`src/rtl/buffer_pkg.sv`:
```
// buffer_pkg: shared defaults, count-width helper and stage-state struct helper for buffer_pipe
`define BUF_STAGE_T(w) struct packed {logic v; logic [(w)-1:0] d;}
package buffer_pkg;
  localparam int BUF_DEF_WIDTH = 2;
  localparam int BUF_DEF_DEPTH = 4;
  localparam int BUF_DEF_ILLEGAL = 'b01;
  function automatic int cnt_w(input int depth);
    return $clog2(depth + 1);
  endfunction
endpackage

```
`src/rtl/buffer_stage.sv`:
```
// buffer_stage: one valid/data register slice of the elastic delay line
module buffer_stage import buffer_pkg::*; #(
  parameter int WIDTH = BUF_DEF_WIDTH
) (
  input  logic             clk,
  input  logic             reset_n,
  input  logic             flush,
  input  logic             adv,
  input  logic             up_v,
  input  logic [WIDTH-1:0] up_d,
  output logic             v,
  output logic [WIDTH-1:0] d
);
  typedef `BUF_STAGE_T(WIDTH) stage_t;
  stage_t st_q, st_d;
  always_comb begin
    st_d.v = flush ? 1'b0 : (adv ? up_v : st_q.v);
    st_d.d = (adv && up_v) ? up_d : st_q.d;
  end
  always_ff @(posedge clk or negedge reset_n)
    if (!reset_n) st_q <= '0;
    else st_q <= st_d;
  assign v = st_q.v;
  assign d = st_q.d;
endmodule

```
`src/rtl/buffer_pipe.sv`:
```
// buffer_pipe: elastic DEPTH-stage valid/ready delay line with flush and occupancy count
// Optional BUFFER_PIPE_FILTER_EN scrubs ILLEGAL_CODE input words to zero.
module buffer_pipe import buffer_pkg::*; #(
  parameter int WIDTH = BUF_DEF_WIDTH,
  parameter int DEPTH = BUF_DEF_DEPTH
`ifdef BUFFER_PIPE_FILTER_EN
  , parameter logic [WIDTH-1:0] ILLEGAL_CODE = WIDTH'(BUF_DEF_ILLEGAL)
`endif
) (
  input  logic                     clk,
  input  logic                     reset_n,
  input  logic                     flush,
  input  logic                     in_valid,
  output logic                     in_ready,
  input  logic [WIDTH-1:0]         in_data,
  output logic                     out_valid,
  input  logic                     out_ready,
  output logic [WIDTH-1:0]         out_data,
  output logic [cnt_w(DEPTH)-1:0]  count
);
  localparam int CW = cnt_w(DEPTH);
  logic [DEPTH-1:0] v, up_v;
  logic [WIDTH-1:0] d [DEPTH];
  logic [WIDTH-1:0] up_d [DEPTH];
  logic [DEPTH:0] adv;
  logic [WIDTH-1:0] in_word;
  logic acc, emit;
  logic [CW-1:0] count_q, count_d;
  // a stage may advance when it is empty or everything downstream advances
  always_comb begin
    adv[DEPTH] = out_ready;
    for (int j = DEPTH - 1; j >= 0; j--) adv[j] = ~v[j] | adv[j+1];
  end
`ifdef BUFFER_PIPE_FILTER_EN
  assign in_word = (in_data == ILLEGAL_CODE) ? '0 : in_data;
`else
  assign in_word = in_data;
`endif
  assign in_ready = adv[0] & ~flush;
  assign acc = in_valid & in_ready;
  assign out_valid = v[DEPTH-1];
  assign emit = out_valid & out_ready;
  assign out_data = out_valid ? d[DEPTH-1] : '0;
  for (genvar i = 0; i < DEPTH; i++) begin : g_st
    if (i == 0) begin : g_in
      assign up_v[i] = acc;
      assign up_d[i] = in_word;
    end else begin : g_mid
      assign up_v[i] = v[i-1];
      assign up_d[i] = d[i-1];
    end
    buffer_stage #(.WIDTH(WIDTH)) u_st (
      .clk(clk), .reset_n(reset_n), .flush(flush), .adv(adv[i]),
      .up_v(up_v[i]), .up_d(up_d[i]), .v(v[i]), .d(d[i])
    );
  end
  always_comb count_d = flush ? '0 : count_q + CW'(acc) - CW'(emit);
  always_ff @(posedge clk or negedge reset_n)
    if (!reset_n) count_q <= '0;
    else count_q <= count_d;
  assign count = count_q;
endmodule

```
`config.mk`:
```
export PLATFORM = sky130hd
export DESIGN_NAME = buffer_pipe
export DESIGN_NICKNAME = d
export VERILOG_FILES = /design/src/rtl/buffer_pkg.sv /design/src/rtl/buffer_stage.sv /design/src/rtl/buffer_pipe.sv
export SDC_FILE = /design/constraint.sdc
export NUM_CORES = 1
export LEC_CHECK = 0
export CAP_MARGIN = 5
export CORE_MARGIN = 5
export CORE_UTILIZATION = 47
export DETAILED_ROUTE_END_ITERATION = 8
export PLACE_DENSITY = 0.74
export SYNTH_ARGS = -nofsm -noshare
export SYNTH_HDL_FRONTEND = slang
export SYNTH_SLANG_ARGS = --single-unit
```
`constraint.sdc`:
```
create_clock -name clk -period 3.2 [get_ports clk]
set_clock_uncertainty 0.1 [all_clocks]
set_input_delay 0.32 -clock clk [delete_from_list [all_inputs] [get_ports clk]]
set_output_delay 0.32 -clock clk [all_outputs]
set_load 0.02 [all_outputs]
```
==> results.cfg, run 1 <==
[clock_network]
cts_setup_buffers = 0
cts_made_buffers = 3
postCtsHoldBufs = 0
clock_latency_ns = 0.27
cts_sinks = 15
h-tree-depth = 1
ctsRootBufferMaster = clkbuf_4
ctsResizeCount = 0
cts_tree = yes
path_clk_slew_ns = 0.08
clockBufferDepth = 2

[timing]
finalCriticalPeriod_ns = 2.54
finalSetupViolCount = 0
relSlewSlack_pct = 54.9
hold_violations = 0
period_share_pct = 79.2
hold_ws_ns = 0.350
tns_ns = 0
worstMarginPinSlew_ns = 0.674
slew_viol_final = 0
fmax_mhz = 394
fin_ws_ns = 0.665
rsz0062_at_grt = false

[floorplanning]
num_rows = 13
die_h_um = 47.7
io_pins = 14
start_util_pct = 50.6
die_w_um = 47.7
die-area_mm2 = 0.00227
core_mm2 = 0.00132

[synthesis]
synthTopCellsByArea = dfrtp_1, mux2_2, nor2_1, ha_1, mux2_1
synth_cells = 55
synthesis.nets = 65
synth-simple-area-share_pct = 13.7
synth_top_area_share_pct = 56.3
synth_fa_ha_area_share_pct = 6.75
syn_area_per_cell_um2 = 12.1
synth-seq-area-share_pct = 56.3
yosys_warnings = 0
synth_xor_area_share_pct = 2.63
synthMuxAreaShare_pct = 13.5
syn-cell-area_um2 = 667
synth_area_leader_cell = dfrtp_1
synth_cell_types = 19
synth-seq-cells = 15
synth_compound_area_share_pct = 4.32
synth_top_family_by_area = simple AND/OR/NAND/NOR gates

[worst_hold_path]
hold_path_class = input port to asynchronous set/reset pin

[cells_and_area]
diodes = 0
nNetsFinal = 83
final_area_um2 = 846
final_common_cell = dfrtp_1
area_delta_synth_final_pct = 26.8
final_cell_mix = dfrtp_1, clkdlybuf4s50_1, nor2_1
final_layout_size_suffix_gt1_share_pct = 15.3
final_cells = 87

[critical_path]
r2r-start = g_st[3].u_st.v
r2r-end = count[2]
cp.arrival_ns = 2.61
cp-startpoint = out_ready
critPathCaptureType = register
rrSetupSlack_ns = 0.76
crit_fanout = 4
endpoint = count[2]
worstSetupPathType = input port to register
worstSetupStartpointType = input port
crit_required_ns = 3.27
r2r_cells = 11

[global_routing]
grt_pass1_vias = 411
grt_pass1_wl_mm = 1.85
track_usage_pct = 12.0
gr-total-overflow = 0
grt_max_degree = 16
antenna_found_initial = 0

[route]
wirelength_mm = 1.07
drtIter0Drc = 3
routedWlPerCell_um = 12.3
vias_per_cell = 4.90
ant_nets = 0
drt_pass1_iterations = 3
via_count = 426
drc = 0

[flow_run]
drv_cap = 0

[placed_design]
portBuffers = 13
gp_congestion = 0.723
place_area_um2 = 820
dp_slack_ns = 0.367
place_inst = 83
dp_hpwl_um = 843

[outcome]
outcome = finished clean

[pwr]
leakagePower_uw = 0.000384
powerDensity_mw_per_mm2 = 506
ir_worst_vdd_v = 0.000218
-- cell families (layout without fill, tap and decap cells) --
group / after synthesis / in the layout
and+or+nand+nor: 17 / 17
DFF: 15 / 15
muxes: 8 / 8
AOI/OAI and AO/OA: 5 / 5
buffers and inverters: 5 / 22
adders and majority gates: 3 / 3
xor gates and xnor gates: 2 / 2
-- per-stage QoR --
stage / total power (uW) / util (%)
final: 428 / 64.2
after global routing: 453 / 64.2
after CTS: 434 / 64.2
after detailed placement: 330 / 62.2
after global placement: 325 / 62.2
after floorplan: 295 / -
-- where the power goes --
group	switching [uW]	internal (uW)
clock network	55.7	48.3
logic	30.8	48.7
registers	18.1	227
-- final cells by class --
class	instances	area, um^2
multi-input combinational	35	273
clock buffer	4	26.3
inverter	4	15.0
tap	15	18.8
fill	112	472
sequential	15	375
timing repair buffer	14	138
-- worst min path at each step --
stage	depth (start not counted)	endpoint	slack (ns)
2_1_floorplan	0	count[0]	-0.08
3_3_place_gp	1	g_st[0].u_st.d[0]	0.37
3_5_place_dp	1	g_st[0].u_st.d[0]	0.38
4_1_cts	1	g_st[1].u_st.d[1]	0.35
5_1_grt	1	g_st[2].u_st.v	0.39
6_report	1	g_st[0].u_st.v	0.35
-- synthesized netlist by cell type, drive strengths merged --
master	instances
xor2	1
nand3b	1
o21ai	1
a21oi	4
fa	1
nand2	1
nand2b	2
mux2	8
nor2	7
nor2b	2
and2	3
inv	4
ha	2
clkbuf	1
dfrtp	15
xnor2	1
and4b	1
-- per-layer routing --
metal | vias up | wire length, um | global-route usage (%)
met5 | - | 0 | 0
met4 | 0 | 13 | 4.84
met3 | 2 | 82 | 3.38
met2 | 12 | 499 | 18.2
met1 | 201 | 471 | 16.4
li1 | 211 | - | -
-- flip-flops by register name, indices dropped and copies added, names as in the netlist --
signal,count
count,3
g_st.u_st.d,8
g_st.u_st.v,4
-- critical path, stage by stage --
cell,delay [ns]
clkdlybuf4s50_1,0.51
and4b_1,0.26
a21oi_2,0.21
inv_1,0.06
ha_1,0.26
inv_1,0.06
ha_1,0.12
inv_1,0.05
fa_1,0.39
xor2_1,0.17
xnor2_1,0.13
nor2_1,0.05
Power figures use the tool's default switching activity.
==> inputs of run 2 (changes only) <==
- clock period: 3.2 -> 2.6 ns (I/O delays scaled with it)
==> results.cfg, run 2 (same netlist as run 1, synthesis figures left out) <==
[outcome]
outcome = finished clean

[floorplanning]
die_h_um = 47.7
start_util_pct = 50.6
io_pins = 14
die-area_mm2 = 0.00227
core_mm2 = 0.00132
die_w_um = 47.7
num_rows = 13

[critical_path]
slowest_delay_ns = 0.51
worstSetupPathType = input port to register
crit_required_ns = 2.68
cp_cell_sequence = clkdlybuf4s50_1 -> and4b_1 -> a21oi_2 -> inv_1 -> ha_1 -> inv_1 -> ha_1 -> inv_1 -> fa_1 -> xor2_1 -> xnor2_1 -> nor2_1
worstSetupStartpointType = input port
cp.arrival_ns = 2.49
crit_top_cell = inv_1
slowest_stage = clkdlybuf4s50_1
r2r-start = g_st[3].u_st.v
critPathCaptureType = register
r2r_cells = 11
critical_path_buf_inv_count = 4
crit_fanout = 4
rrSetupSlack_ns = 0.21
r2r-end = count[2]
path_depth = 12
crit_family = adder cells

[cells_and_area]
diodes = 0
n_fill_cell = 110
nNetsFinal = 85
final_common_cell = dfrtp_1
largest_register_ffs = 8
area_delta_synth_final_pct = 29.3
final_cell_mix = dfrtp_1, clkdlybuf4s50_1, nor2_1
final_layout_size_suffix_gt1_share_pct = 18.9

[route]
via_count = 439
vias_per_cell = 4.93
wirelength_mm = 1.08
drtIter0Drc = 6
ant_nets = 0
drt_pass1_iterations = 2
drc = 0
routedWlPerCell_um = 12.1

[worst_hold_path]
hold_path_class = input port to asynchronous set/reset pin

[clock_network]
path_clk_slew_ns = 0.09
cts_setup_buffers = 0
ctsRootBufferMaster = clkbuf_4
ctsResizeCount = 0
clock_latency_ns = 0.28
postCtsHoldBufs = 0
cts_tree = yes
clockBufferDepth = 2
cts_sinks = 15
h-tree-depth = 1
cts_made_buffers = 3

[global_routing]
track_usage_pct = 11.8
antenna_found_initial = 0
gr-total-overflow = 0
grt_max_degree = 16
grt_pass1_vias = 437
grt_pass1_wl_mm = 1.77

[timing]
hold_violations = 0
slew_viol_final = 0
hold_ws_ns = 0.275
rsz0062_at_grt = false
tns_ns = 0
period_share_pct = 92.9
finalCriticalPeriod_ns = 2.42
finalSetupViolCount = 0
worstMarginPinSlew_ns = 0.652
relSlewSlack_pct = 56.4
fmax_mhz = 414

[pwr]
ir_worst_vdd_v = 0.000389
leakagePower_uw = 0.000397
powerDensity_mw_per_mm2 = 617
finalPower_uw = 532

[flow_run]
drv_cap = 0

[placed_design]
gp_congestion = 0.665
dp_hpwl_um = 856
portBuffers = 13
==> run 2: cell types whose count changed in the layout (fill, tap and decap cells not counted) <==
cell / change
buf_4: +2
clkbuf_1: -1
clkinv_2: +1
==> run 2: how the worst max path moves through the flow <==
stage | slack, ns | endpoint | start
after floorplan | 0.22 | count[2] | g_st[3].u_st.v
after global placement | -0.06 | count[2] | out_ready
after detailed placement | -0.11 | count[2] | out_ready
after CTS | 0.18 | count[2] | out_ready
after global routing | 0.01 | count[2] | g_st[3].u_st.v
final | 0.18 | count[2] | out_ready
==> run 2: area by class of cell <==
type                            instances  area (um^2)  share of cell area (%)
Inverter                                4         15.0                    1.74
Sequential cell                        15          375                    43.5
Multi-Input combinational cell         35          273                    31.6
Clock buffer                            3         22.5                    2.61
Timing Repair Buffer                   16          153                    17.7
Clock inverter                          1         5.00                   0.581
Tap cell                               15         18.8                    2.18
==> run 2: worst register-to-register path, cell delays in order, from the launching register on <==
cell and delay, ns:
dfrtp_1 0.44, and4b_1 0.27, a21oi_2 0.18, inv_1 0.06
ha_1 0.27, inv_1 0.06, ha_1 0.14, inv_1 0.05
fa_1 0.38, xor2_1 0.17, xnor2_1 0.13, nor2_1 0.05
==> run 2: per-layer routing <==
metal	up-vias	wire [um]	GRT usage, %
met2	10	510	18.4
li1	219	-	-
met5	-	0	0
met1	208	485	14.0
met3	2	69	3.38
met4	0	12	8.06
==> run 2: per-stage QoR <==
| stage | cells | worst slack (ns) | area, um^2 | utilization, % |
|---|---|---|---|---|
| final | 89 | 0.184 | 862 | 65.4 |
| after global routing | 89 | 0.0118 | 862 | 65.4 |
| after global placement | 85 | -0.0632 | 835 | 63.3 |
| after detailed placement | 85 | -0.109 | 835 | 63.3 |
| after CTS | 89 | 0.182 | 862 | 65.4 |
| after floorplan | 55 | 0.217 | 667 | - |
==> run 2: power breakdown <==
group / internal, uW / total, uW / leakage (uW) / switching, uW
Combinational: 60.9 / 100 / 0.000189 / 39.2
Clock: 57.0 / 131 / 0.0000177 / 74.0
Sequential: 279 / 301 / 0.000190 / 22.1
Total: 397 / 532 / 0.000397 / 135
